==> config.mk <==
export PLATFORM = sky130hd
export DESIGN_NAME = comms_rx_gate
export DESIGN_NICKNAME = d
export VERILOG_FILES = /design/src/rtl/comms_rx_gate.sv
export SDC_FILE = /design/constraint.sdc
export NUM_CORES = 1
export LEC_CHECK = 0
export BUFFER_PORTS_ARGS = -buffer_cell sky130_fd_sc_hd__buf_4
export CAP_MARGIN = 30
export CELL_PAD_IN_SITES_DETAIL_PLACEMENT = 0
export CELL_PAD_IN_SITES_GLOBAL_PLACEMENT = 1
export CORE_AREA = 3 3 82 84
export DETAILED_ROUTE_END_ITERATION = 8
export DIE_AREA = 0 0 85 87
export PLACE_DENSITY = 0.77
export SYNTH_ARGS = -nofsm -noshare
export SYNTH_HDL_FRONTEND = slang
export SYNTH_SLANG_ARGS = --single-unit
==> constraint.sdc <==
create_clock -name clk_bar -period 2.4 [get_ports clk_bar]
set_clock_uncertainty 0.15 [all_clocks]
set_input_delay 0.36 -clock clk_bar [delete_from_list [all_inputs] [get_ports clk_bar]]
set_output_delay 0.36 -clock clk_bar [all_outputs]
set_load 0.01 [all_outputs]
==> src/rtl/comms_rx_gate.sv <==
// comms_rx_gate: receive-side gate behind the key-gated link.
// Decrypts each ciphertext byte with the receiver key, admits it only when the
// receiver key matches the sender key, buffers admitted bytes in a first-word-
// fall-through FIFO, and locks out after MAX_FAILS consecutive key mismatches
// until an unlock request arrives with matching keys.
//
// Output handshake (valid/ready): out_valid=1 means out_data holds the FIFO head.
// A transfer (pop) happens on a rising clk_bar edge where out_valid & out_ready
// are both 1. While out_valid=1 and out_ready=0, out_data holds steady.
// out_valid never depends on out_ready. out_ready while out_valid=0 has no effect.
// The input side has no backpressure: in_valid qualifies in_data for one cycle,
// and a byte that cannot be stored is dropped and flagged in sticky overflow.
module comms_rx_gate #(
    parameter int WIDTH     = 8,
    parameter int DEPTH     = 4,
    parameter int MAX_FAILS = 3
) (
    input  logic                     clk_bar,
    input  logic                     clr_bar,
    input  logic                     in_valid,
    input  logic [WIDTH-1:0]         in_data,
    input  logic [WIDTH-1:0]         key_in,
    input  logic [WIDTH-1:0]         key_out,
    input  logic                     unlock,
    output logic                     out_valid,
    output logic [WIDTH-1:0]         out_data,
    input  logic                     out_ready,
    output logic [$clog2(DEPTH):0]   fifo_count,
    output logic [3:0]               fail_count,
    output logic                     locked,
    output logic                     overflow,
    output logic                     state_dbg
);

    localparam int AW = $clog2(DEPTH);
    localparam int CW = AW + 1;

    typedef enum logic {
        OPEN   = 1'b0,
        LOCKED = 1'b1
    } state_t;

    state_t            state_q, state_d;
    logic [3:0]        fail_q, fail_d;
    logic              locked_q;
    logic              overflow_q;
    logic              match;
    logic              push_req;
    logic              pop;
    logic              full;
    logic              do_push;
    logic [WIDTH-1:0]  mem [DEPTH];
    logic [AW-1:0]     wr_ptr, rd_ptr;
    logic [CW-1:0]     count_q;

    assign match     = (key_out == key_in);
    assign out_valid = (count_q != '0);
    assign full      = (count_q == CW'(DEPTH));
    assign pop       = out_valid & out_ready;
    // A full FIFO still accepts a push when the head leaves on the same edge.
    assign do_push   = push_req & (~full | pop);

    assign out_data   = out_valid ? mem[rd_ptr] : '0;
    assign fifo_count = count_q;
    assign fail_count = fail_q;
    assign locked     = locked_q;
    assign overflow   = overflow_q;
    assign state_dbg  = (state_q == LOCKED);

    // Next-state, mismatch counting and push request decode.
    always_comb begin
        state_d  = state_q;
        fail_d   = fail_q;
        push_req = 1'b0;
        case (state_q)
            OPEN: begin
                if (in_valid) begin
                    if (match) begin
                        push_req = 1'b1;
                        fail_d   = 4'd0;
                    end else begin
                        fail_d = fail_q + 4'd1;
                        if (fail_d == 4'(MAX_FAILS)) begin
                            state_d = LOCKED;
                        end
                    end
                end
            end
            LOCKED: begin
                if (unlock && match) begin
                    state_d = OPEN;
                    fail_d  = 4'd0;
                end
            end
            default: begin
                state_d = OPEN;
                fail_d  = 4'd0;
            end
        endcase
    end

    // State register, mismatch counter and registered locked decode.
    always_ff @(posedge clk_bar or negedge clr_bar) begin
        if (!clr_bar) begin
            state_q  <= OPEN;
            fail_q   <= 4'd0;
            locked_q <= 1'b0;
        end else begin
            state_q  <= state_d;
            fail_q   <= fail_d;
            locked_q <= (state_d == LOCKED);
        end
    end

    // FIFO storage, pointers, occupancy and sticky overflow.
    always_ff @(posedge clk_bar or negedge clr_bar) begin
        if (!clr_bar) begin
            for (int i = 0; i < DEPTH; i++) begin
                mem[i] <= '0;
            end
            wr_ptr     <= '0;
            rd_ptr     <= '0;
            count_q    <= '0;
            overflow_q <= 1'b0;
        end else begin
            if (do_push) begin
                mem[wr_ptr] <= in_data ^ key_out;
                wr_ptr      <= wr_ptr + AW'(1);
            end
            if (pop) begin
                rd_ptr <= rd_ptr + AW'(1);
            end
            if (do_push && !pop) begin
                count_q <= count_q + CW'(1);
            end else if (!do_push && pop) begin
                count_q <= count_q - CW'(1);
            end
            if (push_req && full && !pop) begin
                overflow_q <= 1'b1;
            end
        end
    end

endmodule

; Word-level counts from Yosys, hierarchy flattened
; Cells that the tools add are included.
[word_totals]
register_bits = 45
inputBits = 29
out_inout_bits = 19
[classes]
addsub = 5
order_cmp = 3
eq_ne = 5
muxes = 21
bitwise_logic = 8
n_reduce_logical = 11
[ops]
columns = operator, count
row1 = bitwise mux 32 bit, 1
row2 = 2-to-1 mux 8 bit, 4
row3 = binary-select mux 8 bit (select 2 bit), 1
row4 = demux 8 bit (select 2 bit), 1
row5 = 2-to-1 mux 4 bit, 3
row6 = == test 8 bit, 1
row7 = one-hot mux 4 bit (2 select lines), 1
row8 = bitwise XOR 8 bit, 1
row9 = 2-to-1 mux 1 bit, 7
row10 = "greater-or-equal comparator 3 bit, second input constant", 2
row11 = logical AND 1 bit, 6
row12 = 2-to-1 mux 3 bit, 2
row13 = NOT 2 -> 3 bit, 2
row14 = "adder 2 x 1 -> 2 bit, second input constant", 2
row15 = "adder 4 x 1 -> 4 bit, second input constant", 1
row16 = "== test 4 x 2 -> 1 bit, second input constant", 1
row17 = "adder 3 x 1 -> 3 bit, second input constant", 1
row18 = "== test 3 bit, second input constant", 1
row19 = "< comparator 3 x 1 -> 1 bit, second input constant", 1
row20 = nonzero test 3 bit, 1
row21 = "subtractor 3 x 1 -> 3 bit, second input constant", 1
row22 = AND 1 bit, 2
row23 = zero test 1 bit, 2
row24 = "!= test 2 x 1 -> 1 bit, second input constant", 1
row25 = other kinds (6), 7

; Logic depth before layout (Yosys ltp)
; Gate-level depths: netlist of run 1.
[depth]
word_depth = 9
depth_mapped = 12
ltp_nobuf = 11

; Worst setup path before layout of run 1
; No wires, ideal clock.
[synth_path]
path_type = register -> register
from = register count_q[0], in the netlist fifo_count[0]
to = register count_q[1], in the netlist fifo_count[1]
arrival_time_ns = 2.254
required_time_ns = 2.125
slack_ns = -0.128
stages_incl_launch_ff = 9
path_buffers = 1
period_less_slack_ns = 2.528
cell_sequence = dfrtp_1 > or4b_1 > buf_4 > nand3_1 > inv_1 > ha_1 > inv_1 > fa_1 > mux2_2
[synth_via]
elab_chain_len = 7
elab_cells_between_ends = 15
cone_classes = add/sub (2) / eq/ne (1) / mux (2) / bitwise (4) / reduce/logical (6)
[synth_rtl]
columns = element, line_no
row1 = "start, declared", 54  ; logic [CW-1:0] count_q;
row2 = "start signal, assigned", 134  ; count_q <= count_q + CW'(1);
row3 = "start signal, assigned", 136  ; count_q <= count_q - CW'(1);
row4 = nonzero test 3 bit / == test 3 bit (equally long branches), "57, 58"
row5 = AND 1 bit / NOT 1 bit (equally long branches), "59, 61"
row6 = OR 1 bit *, 61  ; assign do_push = push_req & (~full | pop);
row7 = AND 1 bit *, 61
row8 = net do_push, 51  ; logic do_push;
row9 = zero test 1 bit, 135  ; end else if (!do_push && pop) begin
row10 = logical AND 1 bit, 135
row11 = nonzero test 2 bit (no line), n/a
; The timed path passes the listed nets; every way through them passes the cells marked *. The select of a mux whose other input is x is not followed.
; A chain may end at the register's enable or synchronous reset.

; Final worst setup path of run 1
; Same ends and word-level chain as after synthesis.

==> impl_metrics.toml, run 1 <==
[run_status]
outcome = "completed"

[clocking]
worst_skew_pair_latency_ns = 0.29
clkSlewWorstSetupHoldPaths_ns = 0.08
cts-buffers-inserted = 5
cts_buffer_depth = 2
clockRootBuffer = "clkbuf_8"
buffers_inserted_during_post_cts_setup_optimization = 0
cts_tree = "built"
tritoncts_num_sinks = 45
h_tree_level_count = 2

[place]
dpl.hpwl_um = 3679
placed_area_mm2 = 0.003007
globalplace.congestion = 0.7320
post-place-cells = 316
io_buffer_count = 47

[floorplan]
die_y_um = 87
initial_core_util = 0.4031
fp.dieW_um = 85
design.die.area_mm2 = 0.007395
standard_cell_core_area_mm2 = 0.005991
boundaryPins = 48
rows = 28

[yosys]
synth.lib_cells_used.distinct = 34
ys_async_sr_fraction = 1.000
synth_enable_flop_cells = 0
syn-cell-area_mm2 = 0.002415
synth-seq-cells = 45
synth-warning-count = 0
synth_top_cells_by_count = "dfrtp_1 (45), mux2_2 (32), xor2_1 (19)"
proportion_of_netlist_area_held_by_the_largest_area_contributor = 0.4663
mappedNetlistNets = 217
syn_area_per_cell_um2 = 13.42
top_post_synthesis_cells_by_area = "dfrtp_1 (47%), mux2_2 (15%), mux4_2 (7.5%), xor2_1 (6.9%), ha_1 (3.6%)"
seq_area_frac_synth = 0.4663
synth_top_cell_by_area = "dfrtp_1"
synthFlopType = "dfrtp_1"
synthMostInstantiatedCell = "dfrtp_1"
synth_cells = 180

[setup_path]
required_ns = 2.44
timing.critical_path.slowest_stage_cell = "or4b_1"
path_cells = "or4b_1 > nand3_4 > inv_2 > ha_4 > inv_1 > fa_2 > mux2_2"
timing.critical_path.slowest_cell_delay_ns = 0.58
type_of_origin_of_the_critical_path = "register"
timing.critical_path.fanout_max = 2
crit_arrival_ns = 2.35
critPathKind = "reg2reg"
worstSetupEndpointType = "register"

[sta]
timing_worst_slew_pin_value_ns = 0.5819
whs_ns = 0.2202
timing_max_transition_violations_final = 0
grt_setup_unrepaired = "false"
worst_slew_margin_rel = 0.6121
final_setup_violation_count = 0
totalNegativeSetupSlack_ns = 0
max_freq_ghz = 0.4313
fin_crit_sh = 0.9660
hold_viol = 0
post-route-min-period_ns = 2.318

[job]
drv_cap = 0

[pwr]
totalPowerFinal_w = 0.002185
cellPowerDensity_mw_per_mm2 = 694.8
peakVddDrop_mv = 0.4544
power.static_leakage_nw = 1.560

[detailed_routing]
wirelength_um = 4997
detailedRoute.firstPassIterationCount = 4
drt_iter0_drc = 46
ant_nets = 0
detailroute.via_count = 1594
drc_errors = 0
avgRoutedWirePerCell_um = 15.38
average_via_count_per_standard_cell = 4.905

[layout]
drive_gt1_frac = 0.5120
stdcell_area_mm2 = 0.003146
final-instance-count-excl-fill = 325
insertedDiodeCount = 0
layout-area-overhead-vs-synth_pct = 30.26
num-nets-final = 286

[hold_path]
worstHoldPathType = "in2reg"

[global_route]
maximum_number_of_pins_on_one_net_before_global_route_repair = 46
vias_in_the_first_global_route = 1690
wire_length_of_the_first_global_routing_pass_um = 8355
initial_antenna_violation_count = 0
track_usage = 0.1451
globalRoute.totalOverflow = 0
==> area by class of cell <==
cell class | count | area (um2)
multi-input combinational | 122 | 1252
clock buffer | 7 | 86.33
timing repair buffer | 69 | 533.0
sequential | 45 | 1127
fill | 518 | 2845
inverter | 6 | 22.52
tap | 75 | 93.84
clock inverter | 1 | 30.03
==> critical path: cells and delay by family (launching register included) <==
family,cells,cell delay (ns)
DFF,1,0.40
muxes,1,0.27
buffers and inverters,2,0.11
adders and majority gates,2,0.57
and+or+nand+nor,2,0.70
==> sequential cells by signal (all words and copies together), names as in the netlist <==
register	count
fifo_count	3
wr_ptr	2
locked	1
overflow	1
mem	32
rd_ptr	2
fail_count	4
==> cells in the final DEF, fill, tap and decap left out, types with 2 or more instances in the layout <==
master and count:
buf_4 67, xor2_1 19, nor4_2 2, ha_1 6, nand3_1 2, clkbuf_8 6
dfrtp_1 44, nand4_4 3, and2_1 8, nand2_1 8, mux2_1 2, a21o_1 2
nand2b_1 2, mux2_2 32, o22ai_1 3, mux4_2 8, inv_1 5, xnor2_1 5
or3_1 2, nor2_1 4
==> cells by family after synthesis <==
family                     count (synthesis)  share of synthesized area
DFF                                       45                     0.4663
muxes                                     42                     0.2332
and+or+nand+nor                           40                     0.1140
xor gates and xnor gates                  24                    0.08705
buffers and inverters                     13                    0.03212
AOI/OAI and AO/OA                          8                    0.02280
adders and majority gates                  8                    0.04456
==> path summary, 6_finish.rpt <==
kind                                    start             to  slack [ns]  depth (start not counted)
worst max-delay path            fifo_count[0]  fifo_count[1]        0.08                          7
worst min-delay path                 in_valid         locked        0.22                          3
worst max register to register  fifo_count[0]  fifo_count[1]        0.08                          7
worst min register to register       overflow       overflow        0.33                          1
max in group asynchronous             clr_bar  fifo_count[0]        1.20                          2
min in group asynchronous             clr_bar  fail_count[0]        0.46                          2
==> report_power, final <==
part | internal, W | switching (W)
registers | 0.000829 | 0.0000868
logic | 0.000360 | 0.000324
clock network | 0.000339 | 0.000246
==> stage by stage <==
step / setup slack (ns) / utilization
after global placement: -0.2467 / 0.5019
after CTS: 0.03378 / 0.5230
after detailed placement: -0.2746 / 0.5019
after floorplan: 0.0005120 / -
after global routing: 0.03259 / 0.5251
final: 0.08168 / 0.5251
==> metal layers <==
metal | GRT usage | wire length (um) | vias up
met5 | 0 | 0 | -
met3 | 0.02838 | 153 | 9
met2 | 0.2436 | 2622 | 23
met4 | 0.05180 | 108 | 0
met1 | 0.1870 | 2112 | 788
li1 | - | - | 774
==> what timing repair did <==
item / CTS / global route
gates resized for setup: 0 / 2
hold endpoints to repair: 45 / 0
setup endpoints to repair: 0 / 2
hold buffers: 1 / 0
Note: power is estimated with default switching activity, not from simulation.
==> run 2, diff against run 1 <==
--- a/config.mk
+++ b/config.mk
@@ -10,6 +10,7 @@
 export CELL_PAD_IN_SITES_DETAIL_PLACEMENT = 0
 export CELL_PAD_IN_SITES_GLOBAL_PLACEMENT = 1
 export CORE_AREA = 3 3 82 84
+export CTS_BUF_LIST = sky130_fd_sc_hd__clkbuf_8 sky130_fd_sc_hd__clkbuf_16
 export DETAILED_ROUTE_END_ITERATION = 8
 export DIE_AREA = 0 0 85 87
 export PLACE_DENSITY = 0.77
==> impl_metrics.toml, run 2 (synthesis results as in run 1) <==
[run_status]
outcome = "completed"

[layout]
commonest_non_fill_non_tap_cell_in_the_layout = "buf_4"
drive_gt1_frac = 0.5120
layout-area-overhead-vs-synth_pct = 30.26
multi_input_comb_area_mm2 = 0.001252
largest_register_ff_count = 32
commonest_non_fill_non_tap_cells_in_the_layout = "buf_4 (67), dfrtp_1 (44), mux2_2 (32)"
footprint_of_the_flip_flops_and_latches_mm2 = 0.001127
insertedDiodeCount = 0
stdcell_area_mm2 = 0.003146
max_flop_register = "mem"
fill_cells = 518
final-instance-count-excl-fill = 325
num-nets-final = 286

[floorplan]
die_y_um = 87
fp.dieW_um = 85
rows = 28
initial_core_util = 0.4031
boundaryPins = 48
design.die.area_mm2 = 0.007395
standard_cell_core_area_mm2 = 0.005991

[pwr]
cellPowerDensity_mw_per_mm2 = 693.4
power.static_leakage_nw = 1.564
totalPowerFinal_w = 0.002181
peakVddDrop_mv = 0.4544

[detailed_routing]
wirelength_um = 4995
average_via_count_per_standard_cell = 4.914
drt_iter0_drc = 46
ant_nets = 0
drc_errors = 0
detailroute.via_count = 1597
routed_wire_length_on_met3_um = 157
top_metal_used = "met4"
met1Wirelength_um = 2104
met2_wirelength_um = 2624
detailedRoute.firstPassIterationCount = 4
avgRoutedWirePerCell_um = 15.37

[clocking]
tritoncts_num_sinks = 45
cts_tree = "built"
worst_skew_pair_latency_ns = 0.29
clkSlewWorstSetupHoldPaths_ns = 0.08
cts_buffer_depth = 2
cts-buffers-inserted = 5
clockRootBuffer = "clkbuf_8"
buffers_inserted_during_post_cts_setup_optimization = 0
h_tree_level_count = 2

[sta]
hold_viol = 0
fin_crit_sh = 0.9660
finalWorstSetupSlack_ns = 0.08168
worst_slew_margin_rel = 0.6120
max_freq_ghz = 0.4313
timing_max_transition_violations_final = 0
post-route-min-period_ns = 2.318
final_setup_violation_count = 0
grt_setup_unrepaired = "false"
timing_worst_slew_pin_value_ns = 0.5820

[place]
placed_area_mm2 = 0.003007
dpl.hpwl_um = 3679
globalplace.congestion = 0.7320
post-place-cells = 316
io_buffer_count = 47
placement.setup.worst_slack_ns = -0.2746

[global_route]
globalRoute.totalOverflow = 0
vias_in_the_first_global_route = 1690
maximum_number_of_pins_on_one_net_before_global_route_repair = 46
initial_antenna_violation_count = 0
wire_length_of_the_first_global_routing_pass_um = 8355
track_usage = 0.1451

[setup_path]
crit_arrival_ns = 2.35
critPathKind = "reg2reg"
required_ns = 2.44
timing.critical_path.fanout_max = 2
type_of_origin_of_the_critical_path = "register"
worstSetupEndpointType = "register"

[hold_path]
worstHoldPathType = "in2reg"

[job]
drv_cap = 0
[run 2: cell count changes in the layout (fill, tap and decap cells not counted)]
cell	delta
clkbuf_1	-1
inv_1	+1
[run 2: cell type report]
class / instances / share of cell area
timing repair buffer: 69 / 0.1695
inverter: 6 / 0.007160
tap: 75 / 0.02983
clock inverter: 2 / 0.01074
clock buffer: 6 / 0.02625
sequential: 45 / 0.3584
multi-input combinational: 122 / 0.3982
[run 2: path summary, 6_finish.rpt]
check | from | endpoint | slack (ns) | cells after the start
worst max-delay path | fifo_count[0] | fifo_count[1] | 0.08 | 7
worst min-delay path | in_valid | locked | 0.22 | 3
worst max register to register | fifo_count[0] | fifo_count[1] | 0.08 | 7
worst min register to register | overflow | overflow | 0.33 | 1
max in group asynchronous | clr_bar | fifo_count[0] | 1.20 | 2
min in group asynchronous | clr_bar | fail_count[0] | 0.46 | 2
[run 2: power by group]
group / switching [W] / internal (W)
combinational: 0.000324 / 0.000360
sequential: 0.0000867 / 0.000829
clock: 0.000246 / 0.000335
total: 0.000657 / 0.00152
[run 2: worst max-delay path, stage by stage, from the launching register on]
cell and delay [ns]:
dfrtp_2 0.40, or4b_1 0.58, nand3_4 0.12, inv_2 0.05
ha_4 0.15, inv_1 0.06, fa_2 0.42, mux2_2 0.27
[run 2: through the flow]
stage | TNS [ns] | hold slack, ns | utilization
2_1_floorplan | 0 | -0.08559 | -
3_3_place_gp | -1.551 | 0.2449 | 0.5019
3_5_place_dp | -2.394 | 0.2477 | 0.5019
4_1_cts | 0 | 0.2024 | 0.5230
5_1_grt | 0 | 0.2251 | 0.5251
6_report | 0 | 0.2202 | 0.5251
[run 2: repair_timing]
item                                   4_1_cts  5_1_grt
setup endpoints to repair                    0        2
endpoints found under the hold margin       45        0
gates resized for setup                      0        2
hold buffers                                 1        0
[run 2: layer usage]
layer  vias up  global-route usage
met1       789              0.1870
li1        774                   -
met3         9             0.02838
met4         0             0.05180
met5         -                   0
met2        25              0.2436
